<file path="config.mk">
export PLATFORM = sky130hd
export DESIGN_NAME = imm_extend_stage
export DESIGN_NICKNAME = d
export VERILOG_FILES = /design/src/rtl/imm_extend_stage.sv
export SDC_FILE = /design/constraint.sdc
export NUM_CORES = 1
export LEC_CHECK = 0
export BUFFER_PORTS_ARGS = -buffer_cell sky130_fd_sc_hd__buf_2
export CORE_AREA = 4 4 117 119
export CTS_CLUSTER_DIAMETER = 50
export CTS_CLUSTER_SIZE = 14
export DETAILED_ROUTE_END_ITERATION = 7
export DIE_AREA = 0 0 121 123
export GPL_ROUTABILITY_DRIVEN = 0
export GPL_TIMING_DRIVEN = 1
export PLACE_DENSITY = 0.38
export SLEW_MARGIN = 20
export SYNTH_ARGS = -nofsm -noshare
export SYNTH_HDL_FRONTEND = slang
export SYNTH_SLANG_ARGS = --single-unit
</file>
<file path="constraint.sdc">
create_clock -name Clk -period 2.5 [get_ports Clk]
set_clock_uncertainty 0.05 [all_clocks]
set_input_delay 0.75 -clock Clk [delete_from_list [all_inputs] [get_ports Clk]]
set_output_delay 0.75 -clock Clk [all_outputs]
set_load 0.1 [all_outputs]
</file>
<file path="src/rtl/imm_extend_stage.sv">
// Registered immediate generator: opcode picks sign/zero/upper/branch extension, result one cycle after accept.
// Backpressure: one-entry skid behind the output register; InReady drops only while the skid is occupied.
module imm_extend_stage #(
  parameter int IN_WIDTH  = 16,
  parameter int OUT_WIDTH = 32,
  parameter int SHAMT     = 2
) (
  input  logic                 Clk,
  input  logic                 Reset,
  input  logic                 Flush,
  input  logic                 InValid,
  output logic                 InReady,
  input  logic [IN_WIDTH-1:0]  Imm,
  input  logic [5:0]           Opcode,
  output logic                 OutValid,
  input  logic                 OutReady,
  output logic [OUT_WIDTH-1:0] OutData,
  output logic [1:0]           OutMode
);

  localparam logic [1:0] MODE_SIGN   = 2'd0;
  localparam logic [1:0] MODE_ZERO   = 2'd1;
  localparam logic [1:0] MODE_UPPER  = 2'd2;
  localparam logic [1:0] MODE_BRANCH = 2'd3;

  logic [1:0]                 mode_dec;
  logic signed [OUT_WIDTH-1:0] sext;
  logic [OUT_WIDTH-1:0]       zext;
  logic [OUT_WIDTH-1:0]       ext_data;

  logic                 out_valid;
  logic                 skid_valid;
  logic [OUT_WIDTH-1:0] skid_data;
  logic [1:0]           skid_mode;
  logic                 accept;

  always_comb begin
    mode_dec = MODE_SIGN;
    case (Opcode)
      6'h0C, 6'h0D, 6'h0E:               mode_dec = MODE_ZERO;
      6'h0F:                             mode_dec = MODE_UPPER;
      6'h01, 6'h04, 6'h05, 6'h06, 6'h07: mode_dec = MODE_BRANCH;
      default:                           mode_dec = MODE_SIGN;
    endcase
  end

  // Casts rather than replication so OUT_WIDTH == IN_WIDTH stays legal.
  assign sext = OUT_WIDTH'($signed(Imm));
  assign zext = OUT_WIDTH'(Imm);

  always_comb begin
    ext_data = sext;
    case (mode_dec)
      MODE_ZERO:   ext_data = zext;
      MODE_UPPER:  ext_data = zext << (OUT_WIDTH - IN_WIDTH);
      MODE_BRANCH: ext_data = sext << SHAMT;
      default:     ext_data = sext;
    endcase
  end

  assign InReady  = !skid_valid;
  assign OutValid = out_valid;
  assign accept   = InValid && !skid_valid;

  always_ff @(posedge Clk) begin
    if (Reset) begin
      out_valid  <= 1'b0;
      skid_valid <= 1'b0;
      OutData    <= '0;
      OutMode    <= MODE_SIGN;
      skid_data  <= '0;
      skid_mode  <= MODE_SIGN;
    end else if (Flush) begin
      // Payload registers are left as-is; OutValid already qualifies them.
      out_valid  <= 1'b0;
      skid_valid <= 1'b0;
    end else if (!out_valid || OutReady) begin
      if (skid_valid) begin
        out_valid  <= 1'b1;
        OutData    <= skid_data;
        OutMode    <= skid_mode;
        skid_valid <= accept;
        if (accept) begin
          skid_data <= ext_data;
          skid_mode <= mode_dec;
        end
      end else begin
        out_valid <= accept;
        if (accept) begin
          OutData <= ext_data;
          OutMode <= mode_dec;
        end
      end
    end else if (accept) begin
      skid_valid <= 1'b1;
      skid_data  <= ext_data;
      skid_mode  <= mode_dec;
    end
  end

endmodule

</file>
Word level (Yosys, flattened, before mapping):

Memories as Yosys holds them, arrays and structs flattened.
Index checks and enable logic that the tools add are counted.

* output and inout port bits: 36
* memories: 1
* input port bits: 27
* bits in registers: 70
* memory bits (read-only): 32

Memory list
* (no name shown): words 16, width 2, read ports 1, clocked after memory_dff 0, write ports 0, line 39 `case (Opcode)`

* reduce and logical (&&, ||, !) cells: 10
* mux-type cells: 16
* bitwise logic cells: 1
* eq/ne operators: 4

Operator list (number)
* $mux 32: 5
* $pmux 32 s3: 1
* $mux 2: 6
* $eq 2x2->1 const B: 2
* $mux 1: 4
* $reduce_bool 2->1: 2
* $reduce_and 3->1: 1
* $eq 2x1->1 const B: 1
* $logic_not 1->1: 2
* $logic_not 2->1: 1
* $ne 2x2->1 const B: 1
* $reduce_and 2->1: 1
* $reduce_or 2->1: 1
* $logic_and 1x1->1: 1
* $logic_or 1x1->1: 1
* $not 1->1: 1

Longest topological paths before layout:

Gate-level depths: netlist of the first run.

* depth in word-level cells: 7
* depth in mapped cells: 7
* gate-level depth less buffers: 5

Least setup slack after synthesis of the first run:

No wires, ideal clock.

* path kind: register -> register
* from: reg out_valid, in the netlist OutValid
* to: reg skid_data[18]
* stages on the path, launching flop included: 6
* arrival time: 2179 ps
* setup slack: 137 ps
* clock period less this slack: 2363 ps
* library setup time: 134 ps
* required time: 2316 ps
* path through: dfxtp_1 > nor2b_1 > nand3_1 > a21oi_1 > buf_2 > a211oi_1

* cells in the longest elaborated chain, start to end: 4
* elaborated cells between the ends (all ways): 5
* those cells by class: 1 x eq/ne; 1 x mux; 3 x reduce/logical

Ends and longest elaborated chain
* start: declaration: line 31 `logic out_valid;`
* start signal: assignment: line 88 `out_valid <= accept;`
* $logic_not 1->1 *: line 77 `end else if (!out_valid || OutReady) begin`
* $logic_or 1x1->1 *: line 77
* $ne 2x2->1 (no line)
* $reduce_and 2->1 (no line)
* end signal: assignment: line 84 `skid_data <= ext_data;`
* end signal: assignment: line 96 `skid_data <= ext_data;`
* end: declaration: line 33 `logic [OUT_WIDTH-1:0] skid_data;`

Every way passes the cells marked *; elsewhere a longest branch is shown, timed or not.
A chain may end at the register's enable or synchronous reset.

Worst setup path in the final report of the first run:

* from: reg skid_valid
* to: out InReady

* cells in the longest elaborated chain, start to end: 1

Ends and longest elaborated chain
* start: declaration: line 32 `logic skid_valid;`
* start signal: assignment: line 82 `skid_valid <= accept;`
* $logic_not 1->1: line 61 `assign InReady = !skid_valid;`
* end: declaration: line 12 `output logic InReady,`

Every way passes these cells.

==> metrics.txt, run 1 <==
status complete, no violations; Setup-failing EPs final 0; Synth Area in Compound Gates 0.326; Final Cell Area approximately 0.0040 mm^2; Hold Buf Count CTS 0; CP Data Required Time 1.70 ns; Synth Area in Adders 0; drc violations 0; Post-CTS Resized 0; yosys warns 0; Yosys top cell by area dfxtp_1; flops & latches, synth 70; initial drt markers about 130; diode count 0; aggregate routed wire length 9550 um; Hold Crit Class flip-flop to flip-flop; CP Capture Type primary output; unrepaired setup endpoints after global routing no; number of synthesized flops with an enable pin 0; pin count of the biggest net entering global routing between 50 and 60; CTS tree done; crit path time final 2.03 ns; FF-to-FF setup slack about 0.76 ns; dpl cell area approximately 0.0037 mm^2; top cell type's share of synthesized area 0.453; syn nets 391; antenna violations before repair 0; Critical Path AT between 1 and 1.5 ns; # rows a little over 40; slew at the pin closest to its max-slew limit between 0.5 and 0.6 ns; post-DP HPWL about 6400 um; Top Ports between 60 and 70; simple-gate portion of the synthesized area 0.169; leakage ~1.5 nW; WL/cell around 16 um; commonest non-fill, non-tap cells in the layout dfxtp_1, buf_2, nand2_1; Seq/Total Area, Yosys 0.453; XOR/XNOR Fraction of Synth Area 0; ratio of total power to cell area 754 mW/mm^2; final hold violation count 0; Die X 121 um; Initial Util 0.246; proportion of synthesized area in mux cells 0.00323; htree depth 3; Worst Setup Start Kind flip-flop; Skew-Pair Late Insertion Delay approximately 0.33 ns; final setup TNS 0 ns; Netlist cell types 43; WS Path Type flip-flop to primary output; first drt pass iteration count 4; VDD IR-drop max 0.289 mV; Max-Cap Viols 0; GRT Total Usage 0.132; Via density 4.75; die area 0.0149 mm^2; Avg Synthesized Cell Area approximately 8.5 um^2; CTS Sinks 70; synth top area cells dfxtp_1, a211oi_1, nand2_1; Fmax achieved about 500 MHz; IO buf count slightly above 60; Clock Root Buffer clkbuf_16; Most used DFF post-synth dfxtp_1; vias in the first global route roughly 2600; Final Non-Filler Cells slightly below 600; Setup Buffers After CTS 0; largest family of logic cells by synthesized area compound AO/OA/AOI/OAI gates; via count between 2000 and 3000; global-route wire length before repair 15200 um; Final nets around 450; Post-Syn Instances approximately 360; Overflow after GRT 0; most common cell after layout, fill and taps aside dfxtp_1; area grow syn2layout 27.6%; Final Max Tran Viols 0; TritonCTS Buffers 9; CTS clk-pin slew, worst paths 0.05 ns; Core Region roughly 0.013 mm^2; layout cells sized above 1 0.226; Max-Slew Margin vs Limit 0.656; die height between 100 and 150 um; Placed Cells approximately 580; Max clock buf depth 2; asr flop ratio synth 0; Mapped Area 0.00310 mm^2; DRT antenna net count 0; Max FO, Critical Path 4; Final Cycle Share 0.810
final timing paths:
check	startpoint	cells after the start	to
worst max register to register	skid_valid	5	OutData[9]
worst min register to register	OutData[11]	2	OutData[11]
worst min-delay path	OutData[11]	2	OutData[11]
worst max-delay path	skid_valid	2	InReady
worst max-delay path, cell delays in order (launching register included):
cell and delay [ns]:
dfxtp_1 0.38, inv_2 0.09, buf_2 0.42
state kept, by name, indices dropped and copies added (netlist names):
register    cells
OutMode         2
OutValid        1
skid_mode       2
skid_valid      1
OutData        32
skid_data      32
metrics by stage:
step / util / power (mW) / hold WS [ns] / worst slack (ns)
floorplan: - / 1.56 / 0.382 / 0.137
CTS: 0.314 / 3.02 / 0.403 / 0.456
global route: 0.314 / 3.11 / 0.423 / 0.429
finish: 0.314 / 2.98 / 0.402 / 0.475
global placement: 0.291 / 1.69 / 0.389 / 0.245
detailed placement: 0.291 / 1.69 / 0.394 / 0.250
synth_stat cells (3+ instances only):
cell type,instances
dfxtp_1,70
nand2_1,52
nor2_1,44
a211oi_1,32
a21oi_1,23
clkbuf_1,17
o211ai_1,15
a22o_1,14
o21ai_0,14
a21o_1,13
a22oi_1,13
buf_2,10
nand3_1,7
nor3_1,3
routing by layer:
layer | vias up | share of wire | track usage
met4 | 0 | 0.0092 | 0.0319
met1 | 1320 | 0.52 | 0.195
met5 | - | 0 | 0
met3 | 7 | 0.040 | 0.0371
met2 | 57 | 0.43 | 0.188
li1 | 1448 | - | -
cells by family after synthesis:
family	after synthesis
multiplexers	1
flip-flops	70
buffers and inverters	34
AO/OA/AOI/OAI	139
AND/OR/NAND/NOR	120
area by class of cell:
| class | instances | area, um^2 |
|---|---|---|
| timing repair buffer | 78 | 480 |
| inverter | 3 | 11.3 |
| fill | 1332 | 8620 |
| tap | 172 | 215 |
| clock buffer | 11 | 233 |
| multi-input combinational | 260 | 1550 |
| clock inverter | 2 | 60.1 |
| sequential | 70 | 1400 |
where the power goes:
part	switching [mW]	internal (mW)
sequential	0.0197	1.15
clock	0.459	0.857
combinational	0.373	0.117
total	0.852	2.13
Note: power is estimated with default switching activity, not from simulation.
==> inputs of run 2 (changes only) <==
--- a/config.mk
+++ b/config.mk
@@ -5,15 +5,16 @@
 export SDC_FILE = /design/constraint.sdc
 export NUM_CORES = 1
 export LEC_CHECK = 0
+export ABC_AREA = 1
 export BUFFER_PORTS_ARGS = -buffer_cell sky130_fd_sc_hd__buf_2
-export CORE_AREA = 4 4 117 119
+export CORE_AREA = 4 4 123 125
 export CTS_CLUSTER_DIAMETER = 50
 export CTS_CLUSTER_SIZE = 14
 export DETAILED_ROUTE_END_ITERATION = 7
-export DIE_AREA = 0 0 121 123
+export DIE_AREA = 0 0 127 129
 export GPL_ROUTABILITY_DRIVEN = 0
 export GPL_TIMING_DRIVEN = 1
-export PLACE_DENSITY = 0.38
+export PLACE_DENSITY = 0.39
 export SLEW_MARGIN = 20
 export SYNTH_ARGS = -nofsm -noshare
 export SYNTH_HDL_FRONTEND = slang
==> constraint.sdc (replaced) <==
create_clock -name Clk -period 1.8 [get_ports Clk]
set_clock_uncertainty 0.05 [all_clocks]
set_input_delay 0.54 -clock Clk [delete_from_list [all_inputs] [get_ports Clk]]
set_output_delay 0.54 -clock Clk [all_outputs]
set_load 0.1 [all_outputs]
==> run 2 against run 1 <==
Routed wire length is 17% higher. First-iteration DRC count is 20% higher. Core utilization is 0.87 points lower. Count of clock-buffer cells in the layout is 3 higher. Largest power group unchanged. Flip-flop and latch count stayed put. Synthesized cell count is 31% higher. Critical endpoint is now OutData[22]. Via count is 15% higher. Non-clock buffer count is 6 higher. Sequential power is 41% higher.
==> metrics.txt, run 2 <==
Max-Slew Margin vs Limit 0.671 (was 0.656); asr flop ratio synth 0 (unchanged); Setup WS post-layout 0.0733 ns (was 0.475 ns); CTS clk-pin slew, worst paths 0.06 ns (was 0.05 ns); Critical Path AT 1.14 ns (was 1.23 ns); FF-to-FF setup slack 0.39 ns (was 0.76 ns); DRT antenna net count 0 (unchanged); Place WS -0.0488 ns (was 0.250 ns); CTS Sinks 70 (unchanged); layout cells sized above 1 0.267 (was 0.226); status complete, no violations (unchanged); Overflow after GRT 0 (unchanged); Top delay family on crit path buffers and inverters (unchanged); Top Ports 63 (unchanged); Max FO, Critical Path 2 (was 4); initial drt markers 152 (was 127); commonest non-fill, non-tap cells in the layout a21oi_1, dfxtp_1, nand2_1 (was dfxtp_1, buf_2, nand2_1); Comb pwr share 0.207 (was 0.165); global route hottest layer met2 (was met1); crit path time final between 1.5 and 2 ns; global-route wire length before repair 17500 um (was 15200 um); CP Data Required Time 1.21 ns (was 1.70 ns); unrepaired setup endpoints after global routing no (unchanged); Core Region 0.0139 mm^2 (was 0.0126 mm^2); Via density 4.49 (was 4.75); Final Cycle Share 0.959; switching power 1.37 mW (was 0.852 mW); die area 0.0164 mm^2 (was 0.0149 mm^2); Final Max Tran Viols 0 (unchanged); leakage 2.16 nW (was 1.49 nW); yosys warns 0 (unchanged); Most used DFF post-synth dfxtp_1 (unchanged); Yosys top cell by area dfxtp_1 (unchanged); Setup-failing EPs final 0 (unchanged); Max-Cap Viols 0 (unchanged); Fin Hold WS 0.450 ns (was 0.402 ns); VDD IR-drop max 0.290 mV (was 0.289 mV); flops & latches, synth 70 (unchanged); drc violations 0 (unchanged); Die X 127 um (was 121 um); via count 3246 (was 2832); IO buf count 62 (unchanged); Worst Setup Start Kind flip-flop (unchanged); Post-Syn Instances 476 (was 364); number of synthesized flops with an enable pin 0 (unchanged); ratio of total power to cell area 983 mW/mm^2 (was 754 mW/mm^2); post-DP HPWL 7650 um (was 6370 um); area grow syn2layout 23.9% (was 27.6%); Clock Power Share 0.397 (was 0.442); CP max stage delay 0.44 ns (was 0.42 ns); Internal 2.80 mW (was 2.13 mW); pin count of the biggest net entering global routing 41 (was 55); Initial Util 0.247 (was 0.246); met3 usage 0.0382 (was 0.0371); met2 GRT Util 0.221 (was 0.188); diode count 0 (unchanged); Final nets 566 (was 449); aggregate routed wire length 11100 um (was 9550 um); synth top area cells dfxtp_1, a21oi_1, o21ai_0 (was dfxtp_1, a211oi_1, nand2_1); Bufs and invs on worst path 1 (was 2); WS Path Type flip-flop to primary output (unchanged); CP Capture Type primary output (unchanged); Clock Root Buffer clkbuf_16 (unchanged); met1 global-route usage 0.184 (was 0.195); sequential share of power 0.395 (was 0.394); Regs by FF count OutData x32, skid_data x32 (unchanged); first drt pass iteration count 4 (unchanged); Hold Crit Class input port to flip-flop (was flip-flop to flip-flop); Fmax achieved between 500 and 600 MHz; TritonCTS Buffers 9 (unchanged); FILL cells 1569 (was 1332); Worst path slowest cell buf_2 (unchanged); GRT Total Usage 0.139 (was 0.132); die height 129 um (was 123 um); CTS tree done (unchanged); WL/cell 15.4 um (was 16.0 um); top cell type's share of synthesized area 0.409 (was 0.453); Max clock buf depth 2 (unchanged); Sw Share 0.329 (was 0.286); slew at the pin closest to its max-slew limit 0.497 ns (was 0.516 ns); Seq/Total Area, Yosys 0.409 (was 0.453); Post-synth top cells a21oi_1, dfxtp_1, nand2_1 (was dfxtp_1, nand2_1, nor2_1); most common cell after layout, fill and taps aside a21oi_1 (was dfxtp_1); Avg Synthesized Cell Area 7.19 um^2 (was 8.51 um^2); htree depth 3 (unchanged); # rows 43 (was 41); CP cell instances buf_2 (was inv_2 > buf_2); final hold violation count 0 (unchanged); Skew-Pair Late Insertion Delay 0.34 ns (was 0.33 ns); count leader, synth a21oi_1 (was dfxtp_1); Mapped Area 0.00342 mm^2 (was 0.00310 mm^2); Netlist cell types 31 (was 43); syn nets 503 (was 391); vias in the first global route 3148 (was 2585); antenna violations before repair 0 (unchanged)
[run 2: kinds of logic (layout without fill, tap and decap cells)]
family                 Yosys count  in the layout  share of synthesized area
buffers and inverters           74            141                      0.111
DFF                             70             70                      0.409
and+or+nand+nor                189            189                      0.270
AOI/OAI and AO/OA              143            143                      0.209
[run 2: cell type report]
| type | instances | area (um^2) | area share |
|---|---|---|---|
| Multi-Input combinational cell | 332 | 1640 | 0.387 |
| Sequential cell | 70 | 1400 | 0.331 |
| Timing Repair Buffer | 84 | 543 | 0.128 |
| Clock buffer | 14 | 264 | 0.0622 |
| Tap cell | 180 | 225 | 0.0531 |
| Inverter | 42 | 161 | 0.0381 |
| Clock inverter | 1 | 5.00 | 0.00118 |
[run 2: final timing paths]
path,startpoint,end,depth (start not counted)
worst min register to register,skid_data[0],skid_data[0],2
worst max-delay path,OutData[22],OutData[22],1
worst max register to register,OutValid,skid_data[26],9
worst min-delay path,OutReady,skid_valid,4
[run 2: through the flow]
step / setup TNS (ns) / power [mW] / util / area, um^2 / cells
after floorplan: 0 / 2.33 / - / 3420 / 476
after global placement: -0.118 / 2.55 / 0.286 / 3970 / 708
after detailed placement: -0.461 / 2.55 / 0.286 / 3970 / 708
after CTS: 0 / 4.23 / 0.305 / 4240 / 723
after global routing: 0 / 4.37 / 0.306 / 4240 / 723
final: 0 / 4.17 / 0.306 / 4240 / 723
[run 2: what timing repair did]
| item | in CTS | in global routing |
|---|---|---|
| setup endpoints to repair | 0 | 1 |
| hold buffers | 0 | 0 |
| setup buffers | 0 | 0 |
| resized for setup | 0 | 1 |
[run 2: metal layers]
metal | routed length [um] | part of all wire
met1 | 5410 | 0.49
met2 | 5110 | 0.46
met3 | 461 | 0.041
met4 | 153 | 0.014
met5 | 0 | 0
[run 2: power by group through the flow]
stage                     logic (mW)  registers [mW]  clock network [mW]
after floorplan                0.264            2.07                   0
after global placement         0.870            1.68                   0
after detailed placement       0.871            1.68                   0
after CTS                      0.873            1.65                1.71
after global routing           0.927            1.66                1.79
final                          0.864            1.65                1.66
